`config.mk`:
```
export PLATFORM = sky130hd
export DESIGN_NAME = maxpool_stream
export DESIGN_NICKNAME = d
export VERILOG_FILES = /design/src/rtl/maxpool_pkg.sv /design/src/rtl/maxpool_out_stage.sv /design/src/rtl/maxpool_stream.sv
export SDC_FILE = /design/constraint.sdc
export NUM_CORES = 1
export LEC_CHECK = 0
export ABC_AREA = 1
export CORE_MARGIN = 5
export CORE_UTILIZATION = 55
export CTS_BUF_LIST = sky130_fd_sc_hd__clkbuf_8
export DETAILED_ROUTE_END_ITERATION = 6
export PLACE_DENSITY = 0.81
export SETUP_SLACK_MARGIN = 0.05
export SLEW_MARGIN = 5
export SYNTH_ARGS = -nofsm -noshare
export SYNTH_HDL_FRONTEND = slang
export SYNTH_SLANG_ARGS = --single-unit
```
`constraint.sdc`:
```
create_clock -name clk -period 3.65 [get_ports clk]
set_clock_uncertainty 0.15 [all_clocks]
set_input_delay 1.095 -clock clk [delete_from_list [all_inputs] [get_ports clk]]
set_output_delay 1.095 -clock clk [all_outputs]
set_load 0.02 [all_outputs]
```
`src/rtl/maxpool_pkg.sv`:
```
// Shared constants and sample type for the streaming max-pool block.
package maxpool_pkg;

  localparam int WIDTH_D = 16;
  localparam int POOL_D  = 2;
  localparam int LENY_D  = 32;

  typedef logic signed [WIDTH_D-1:0] sample_t;

endpackage

```
`src/rtl/maxpool_out_stage.sv`:
```
// Output register, valid/last flags and upstream ready for max-pool.
// Build option MAXPOOL_RELU_EN clamps negative results to zero.
module maxpool_out_stage
  import maxpool_pkg::*;
#(
  parameter int WIDTH = WIDTH_D
) (
  input  logic                    clk,
  input  logic                    reset,
  input  logic                    i_load,
  input  logic                    i_last,
  input  logic signed [WIDTH-1:0] i_data,
  input  logic                    m_ready_y,
  output logic                    s_ready_x,
  output logic                    m_valid_y,
  output logic                    m_last_y,
  output logic signed [WIDTH-1:0] m_data_out_y
);

  logic signed [WIDTH-1:0] r_data;
  logic                    r_valid;
  logic                    r_last;
  logic signed [WIDTH-1:0] w_res;

`ifdef MAXPOOL_RELU_EN
  assign w_res = i_data[WIDTH-1] ? '0 : i_data;
`else
  assign w_res = i_data;
`endif

  assign s_ready_x = !r_valid || m_ready_y;

  // A close while draining reloads, so valid stays high.
  always_ff @(posedge clk or posedge reset) begin
    if (reset) begin
      r_data  <= '0;
      r_valid <= 1'b0;
      r_last  <= 1'b0;
    end else if (i_load) begin
      r_data  <= w_res;
      r_valid <= 1'b1;
      r_last  <= i_last;
    end else if (r_valid && m_ready_y) begin
      r_valid <= 1'b0;
      r_last  <= 1'b0;
    end
  end

  assign m_valid_y    = r_valid;
  assign m_last_y     = r_last;
  assign m_data_out_y = r_data;

endmodule

```
`src/rtl/maxpool_stream.sv`:
```
// Streaming 1-D max-pool over frames of LENY samples, window POOL.
// Build option MAXPOOL_RELU_EN (see maxpool_out_stage).
module maxpool_stream
  import maxpool_pkg::*;
#(
  parameter int WIDTH = WIDTH_D,
  parameter int POOL  = POOL_D,
  parameter int LENY  = LENY_D
) (
  input  logic                    clk,
  input  logic                    reset,
  input  logic signed [WIDTH-1:0] s_data_in_x,
  input  logic                    s_valid_x,
  output logic                    s_ready_x,
  output logic signed [WIDTH-1:0] m_data_out_y,
  output logic                    m_valid_y,
  input  logic                    m_ready_y,
  output logic                    m_last_y
);

  localparam int WW = (POOL > 1) ? $clog2(POOL) : 1;
  localparam int PW = (LENY > 1) ? $clog2(LENY) : 1;

  logic [WW-1:0]           r_win;
  logic [PW-1:0]           r_pos;
  logic signed [WIDTH-1:0] r_max;
  logic signed [WIDTH-1:0] w_max;
  logic                    w_ready;
  logic                    w_acc;
  logic                    w_plast;
  logic                    w_close;

  assign w_acc   = s_valid_x && w_ready;
  assign w_plast = (r_pos == PW'(LENY - 1));
  assign w_close = (r_win == WW'(POOL - 1)) || w_plast;

  // First sample of a window replaces the stale running max.
  always_comb begin
    w_max = s_data_in_x;
    if (r_win != '0 && r_max > s_data_in_x)
      w_max = r_max;
  end

  always_ff @(posedge clk or posedge reset) begin
    if (reset) begin
      r_win <= '0;
      r_pos <= '0;
      r_max <= '0;
    end else if (w_acc) begin
      r_max <= w_max;
      r_win <= w_close ? '0 : r_win + 1'b1;
      r_pos <= w_plast ? '0 : r_pos + 1'b1;
    end
  end

  maxpool_out_stage #(
    .WIDTH(WIDTH)
  ) u_out (
    .clk         (clk),
    .reset       (reset),
    .i_load      (w_acc && w_close),
    .i_last      (w_plast),
    .i_data      (w_max),
    .m_ready_y   (m_ready_y),
    .s_ready_x   (w_ready),
    .m_valid_y   (m_valid_y),
    .m_last_y    (m_last_y),
    .m_data_out_y(m_data_out_y)
  );

  assign s_ready_x = w_ready;

endmodule
```
# Word level (Yosys, flattened, before mapping)
# Index checks and enable logic that the tools add are counted.
# Widths: inputs -> output; s select.
[word_totals] latchBits=0 rom_bits=0 elab_cells=24 ramBits=0 n_memories=0 out_inout_bits=19 regBits=40
[op_classes] n_lt_le_gt_ge=1 shift=0 n_div=0 mux=6 mul=0 n_eq_ne=1 add_sub_neg=2 reduce_logical=8 bitwise=0
[ops] cell="$gt 16x16->1" count=1
[ops] cell="$mux 16" count=1
[ops] cell="$add 5x1->5 const B" count=1
[ops] cell="$eq 5x5->1 const B" count=1
[ops] cell="$mux 5" count=1
[ops] cell="$logic_and 1x1->1" count=4
[ops] cell="$mux 1" count=4
[ops] cell="$logic_or 1x1->1" count=2
[ops] cell="$reduce_bool 2->1" count=1
[ops] cell="$add 1x1->1 const B" count=1
[ops] cell="$logic_not 1->1" count=1

# Logic depth before layout (Yosys ltp)
# Gate-level depths: netlist of the first run.
[depth] ltp_word=5 depth_mapped=15

# Hierarchy
# Synthesis of the first run repeated with hierarchy kept, for this count alone.
[hier_totals] hier_cells=334 hier_area_um2=2538.7
[modules_own_cells] mod="maxpool_stream" n_inst=1 cells_per_inst=256 area_each_um2=1814.2
[modules_own_cells] mod="maxpool_out_stage" n_inst=1 cells_per_inst=78 area_each_um2=724.4

# Worst setup path after synthesis of the first run
# Ideal clock, no wire load.
[synth_timing] path_type="input port to flip-flop" startpoint="input port s_data_in_x[7]" endpoint="register u_out.r_data[13] (netlist: u_out.m_data_out_y[13])" n_path_buf=1 arrival_time_ns=2.502 path_slack_ns=0.881 path_stages=14 t_required_ns=3.382 setup_ns=0.118 path_cell_list="inv_1 ha_1 nand2_1 inv_2 nand3_1 nor2_8 nand2_4 nand3_2 nand2_4 nand3_4 buf_12 nand2_4 nand3_1 nand2_1"
[synth_via] elab_chain_len=3
[synth_lines] element="start: declaration" line_no="maxpool_stream.sv:12" source="input logic signed [WIDTH-1:0] s_data_in_x,"
[synth_lines] element="$gt 16x16->1" line_no="maxpool_stream.sv:40" source="if (r_win != '0 && r_max > s_data_in_x)"
[synth_lines] element="$logic_and 1x1->1" line_no="maxpool_stream.sv:40"
[synth_lines] element="$mux 16" line_no="maxpool_stream.sv:40"
[synth_lines] element="end signal: assignment" line_no="maxpool_out_stage.sv:40" source="r_data <= w_res;"
[synth_lines] element="end: declaration" line_no="maxpool_out_stage.sv:20" source="logic signed [WIDTH-1:0] r_data;"
# No other way between the ends.
# A chain may end at the register's enable or synchronous reset.

# Final worst setup path of the first run
[layout_timing] startpoint="input port m_ready_y" endpoint="output port s_ready_x"
[layout_via] elab_chain_len=1
[layout_lines] element="start: declaration" line_no="maxpool_stream.sv:17" source="input logic m_ready_y,"
[layout_lines] element="$logic_or 1x1->1" line_no="maxpool_out_stage.sv:31" source="assign s_ready_x = !r_valid || m_ready_y;"
[layout_lines] element="end: declaration" line_no="maxpool_stream.sv:14" source="output logic s_ready_x,"
# No other way between the ends.

==> flow_summary.toml, run 1 <==
[yosys]
postSynthAreaPerCell_um2 = 7.96
mappedNetlistArea_um2 = 2510
synth_largest_type_area_fraction_pct = 39.9
syn_nets = 353
synth_enable_flop_cells = 0
yosysWarnings = 0
post_synth_most_frequent_cells = "sky130_fd_sc_hd__nand2_1 (102), sky130_fd_sc_hd__inv_1 (49), sky130_fd_sc_hd__dfrtp_1 (40)"
synthTopCellsByArea = "sky130_fd_sc_hd__dfrtp_1 (40%), sky130_fd_sc_hd__nand2_1 (15%), sky130_fd_sc_hd__ha_1 (9.0%)"
post_synth_num_cell_types = 28
synthMostInstantiatedCell = "sky130_fd_sc_hd__nand2_1"
post-synth-top-area-cell = "sky130_fd_sc_hd__dfrtp_1"
synth_async_sr_flop_share_pct = 100
synthCells = 315
dominant_register_cell_in_the_synthesized_netlist = "sky130_fd_sc_hd__dfrtp_1"
synth-seq-cells = 40
synth_sequential_area_ratio_pct = 39.9

[timing]
max_freq_ghz = 0.282
max_slew_margin_pct = 43.7
setup_tns_ps = 0
report.final.hold_viol_count = 0
drv_slew = 0
post_route_clock_period_utilization_pct = 97.1
grt_setup_unrepaired = "no"
tightestPinTransition_ps = 845
finalSetupViolations = 0
final_period_minus_worst_setup_slack_ps = 3540

[placed_design]
dpl.hpwl_um = 3780
place_congestion = 0.812
dpl.cell_count = 403
port_buffers = 38

[run_status]
status = "finished clean"

[power]
power.density_cell_area_nw_per_um2 = 868
total_power_mw = 2.67
peakVddDrop_v = 0.000454
static-leakage-power_nw = 1.72

[die]
floorplan.die_area_um2 = 6010
die_width_um = 77.5
fp.dieH_um = 77.5
floorplan.initialDensity_pct = 57.2
placeableCoreArea_um2 = 4380
design.portCount = 39
core.rowCount = 24

[global_route]
first_pass_grt_wire_length_um = 9830
gr-total-overflow = 0
maximum_number_of_pins_on_one_net_before_global_route_repair = 41
antenna_violations_before_repair = 0
first_global_vias = 2227
gr-usage-all-layers_pct = 19.6

[layout]
stdcell_count = 410
layout.core_utilization_pct = 70.2
layout_overhead_on_the_synthesized_area_pct = 22.6
antenna_diodes = 0
drive_above_1_share_pct = 12.0
finish.net_count = 396

[detailed_routing]
ant_nets = 0
wirelength_um = 5250
count_of_vias_placed_by_the_detailed_router = 2142
residual_drc_count = 0
first_iter_violations = 110
dr.pass1.iters = 4
detail_route.vias_per_cell = 5.22
wl_per_cell_um = 12.8

[critical_path]
timing.critical_path.from_type = "input pin"
path_class = "in2out"
timing.critical_path.arrival_ps = 2300
critPathRequiredTime_ps = 2400
critical_path_peak_fanout = 3
worst_setup_path_end_kind = "output pin"

[cts]
clock-root-buffer = "sky130_fd_sc_hd__clkbuf_8"
cts_setup_buffers = 0
cts_buffers = 5
clock_sink_count = 40
clock_insertion_delay_worst_skew_ps = 300
clkSlewWorstSetupHoldPaths_ps = 80
ctsLongestPathBuffers = 2
htree_num_levels = 2
tritoncts = "built"
resized_gates_after_cts = 0
hold_buffers = 0

[min_path]
worst_hold_path_type = "reg2reg"

[run]
drv_cap = 0
-- worst max-delay path, stage by stage --
cell                              delay [ps]
sky130_fd_sc_hd__clkdlybuf4s50_1         470
sky130_fd_sc_hd__inv_1                    40
sky130_fd_sc_hd__nand2_1                  80
sky130_fd_sc_hd__clkdlybuf4s50_1         610
-- per-stage QoR --
step	setup WS [ps]	hold slack, ps	instance area [um2]
final	108	329	3080
after floorplan	881	299	2510
after global routing	67.6	352	3080
after detailed placement	104	315	2950
after global placement	112	312	2950
after CTS	102	336	3080
-- cell families after synthesis --
kind of cell	after synthesis	synth area share (%)
and+or+nand+nor	184	37.5
buffers and inverters	62	10.4
DFF	40	39.9
adders and majority gates	18	8.98
AOI/OAI and AO/OA	11	3.19
-- worst paths after layout --
check	startpoint	end	slack (ps)	depth (start not counted)
worst max register to register	r_pos[0]$_DFFE_PP0P_	u_out.m_data_out_y[12]$_DFFE_PP0P_	1170	8
worst min-delay path	u_out.m_data_out_y[1]$_DFFE_PP0P_	u_out.m_data_out_y[1]$_DFFE_PP0P_	330	2
worst min register to register	u_out.m_data_out_y[1]$_DFFE_PP0P_	u_out.m_data_out_y[1]$_DFFE_PP0P_	330	2
min in group asynchronous	reset	u_out.m_data_out_y[6]$_DFFE_PP0P_	1070	3
worst max-delay path	m_ready_y	s_ready_x	110	4
max in group asynchronous	reset	r_max[12]$_DFFE_PP0P_	1930	3
-- where the power goes --
part / internal [mW] / leakage [nW] / switching [mW]
Combinational: 0.575 / 1.16 / 0.871
Clock: 0.269 / 0.0642 / 0.157
Sequential: 0.656 / 0.487 / 0.141
-- final cells by class --
type / count / area (um2)
multi-input combinational: 213 / 1250
fill: 367 / 1310
tap: 52 / 65.1
sequential: 40 / 1000
clock buffer: 5 / 68.8
clock inverter: 2 / 60.1
timing repair buffer: 46 / 440
inverter: 52 / 195
-- placed cells by master, fill, tap and decap left out, types with 2 or more instances in the layout --
cell and instances:
sky130_fd_sc_hd__a21oi_1 4, sky130_fd_sc_hd__buf_4 8, sky130_fd_sc_hd__bufinv_16 2, sky130_fd_sc_hd__clkbuf_8 5, sky130_fd_sc_hd__clkdlybuf4s50_1 38, sky130_fd_sc_hd__dfrtp_1 40, sky130_fd_sc_hd__ha_1 18, sky130_fd_sc_hd__inv_1 49
sky130_fd_sc_hd__inv_2 3, sky130_fd_sc_hd__nand2_1 102, sky130_fd_sc_hd__nand2_2 3, sky130_fd_sc_hd__nand2_4 12, sky130_fd_sc_hd__nand3_1 36, sky130_fd_sc_hd__nand4_1 16, sky130_fd_sc_hd__nor2_1 6, sky130_fd_sc_hd__nor3_1 3
sky130_fd_sc_hd__o21ai_0 2
-- flip-flops by register name, indices dropped and copies added (netlist names) --
| signal | count |
|---|---|
| r_max | 16 |
| r_pos | 5 |
| r_win | 1 |
| u_out.m_data_out_y | 16 |
| u_out.m_last_y | 1 |
| u_out.m_valid_y | 1 |
-- metal layers --
layer  GRT usage, %  up-vias  routed length (um)
met5              0        -                   0
met4           7.56        0                  47
met3           4.28        6                 246
met2           32.6       55                2560
met1           25.0      999                2390
li1               -     1082                   -
Note: power is estimated with default switching activity, not from simulation.
==> inputs of run 2 (changes only) <==
--- a/config.mk
+++ b/config.mk
@@ -16,3 +16,4 @@
 export SYNTH_ARGS = -nofsm -noshare
 export SYNTH_HDL_FRONTEND = slang
 export SYNTH_SLANG_ARGS = --single-unit
+export TNS_END_PERCENT = 30
==> results of run 2 <==
No change in the layout: final DEF, timing and power equal those of run 1.
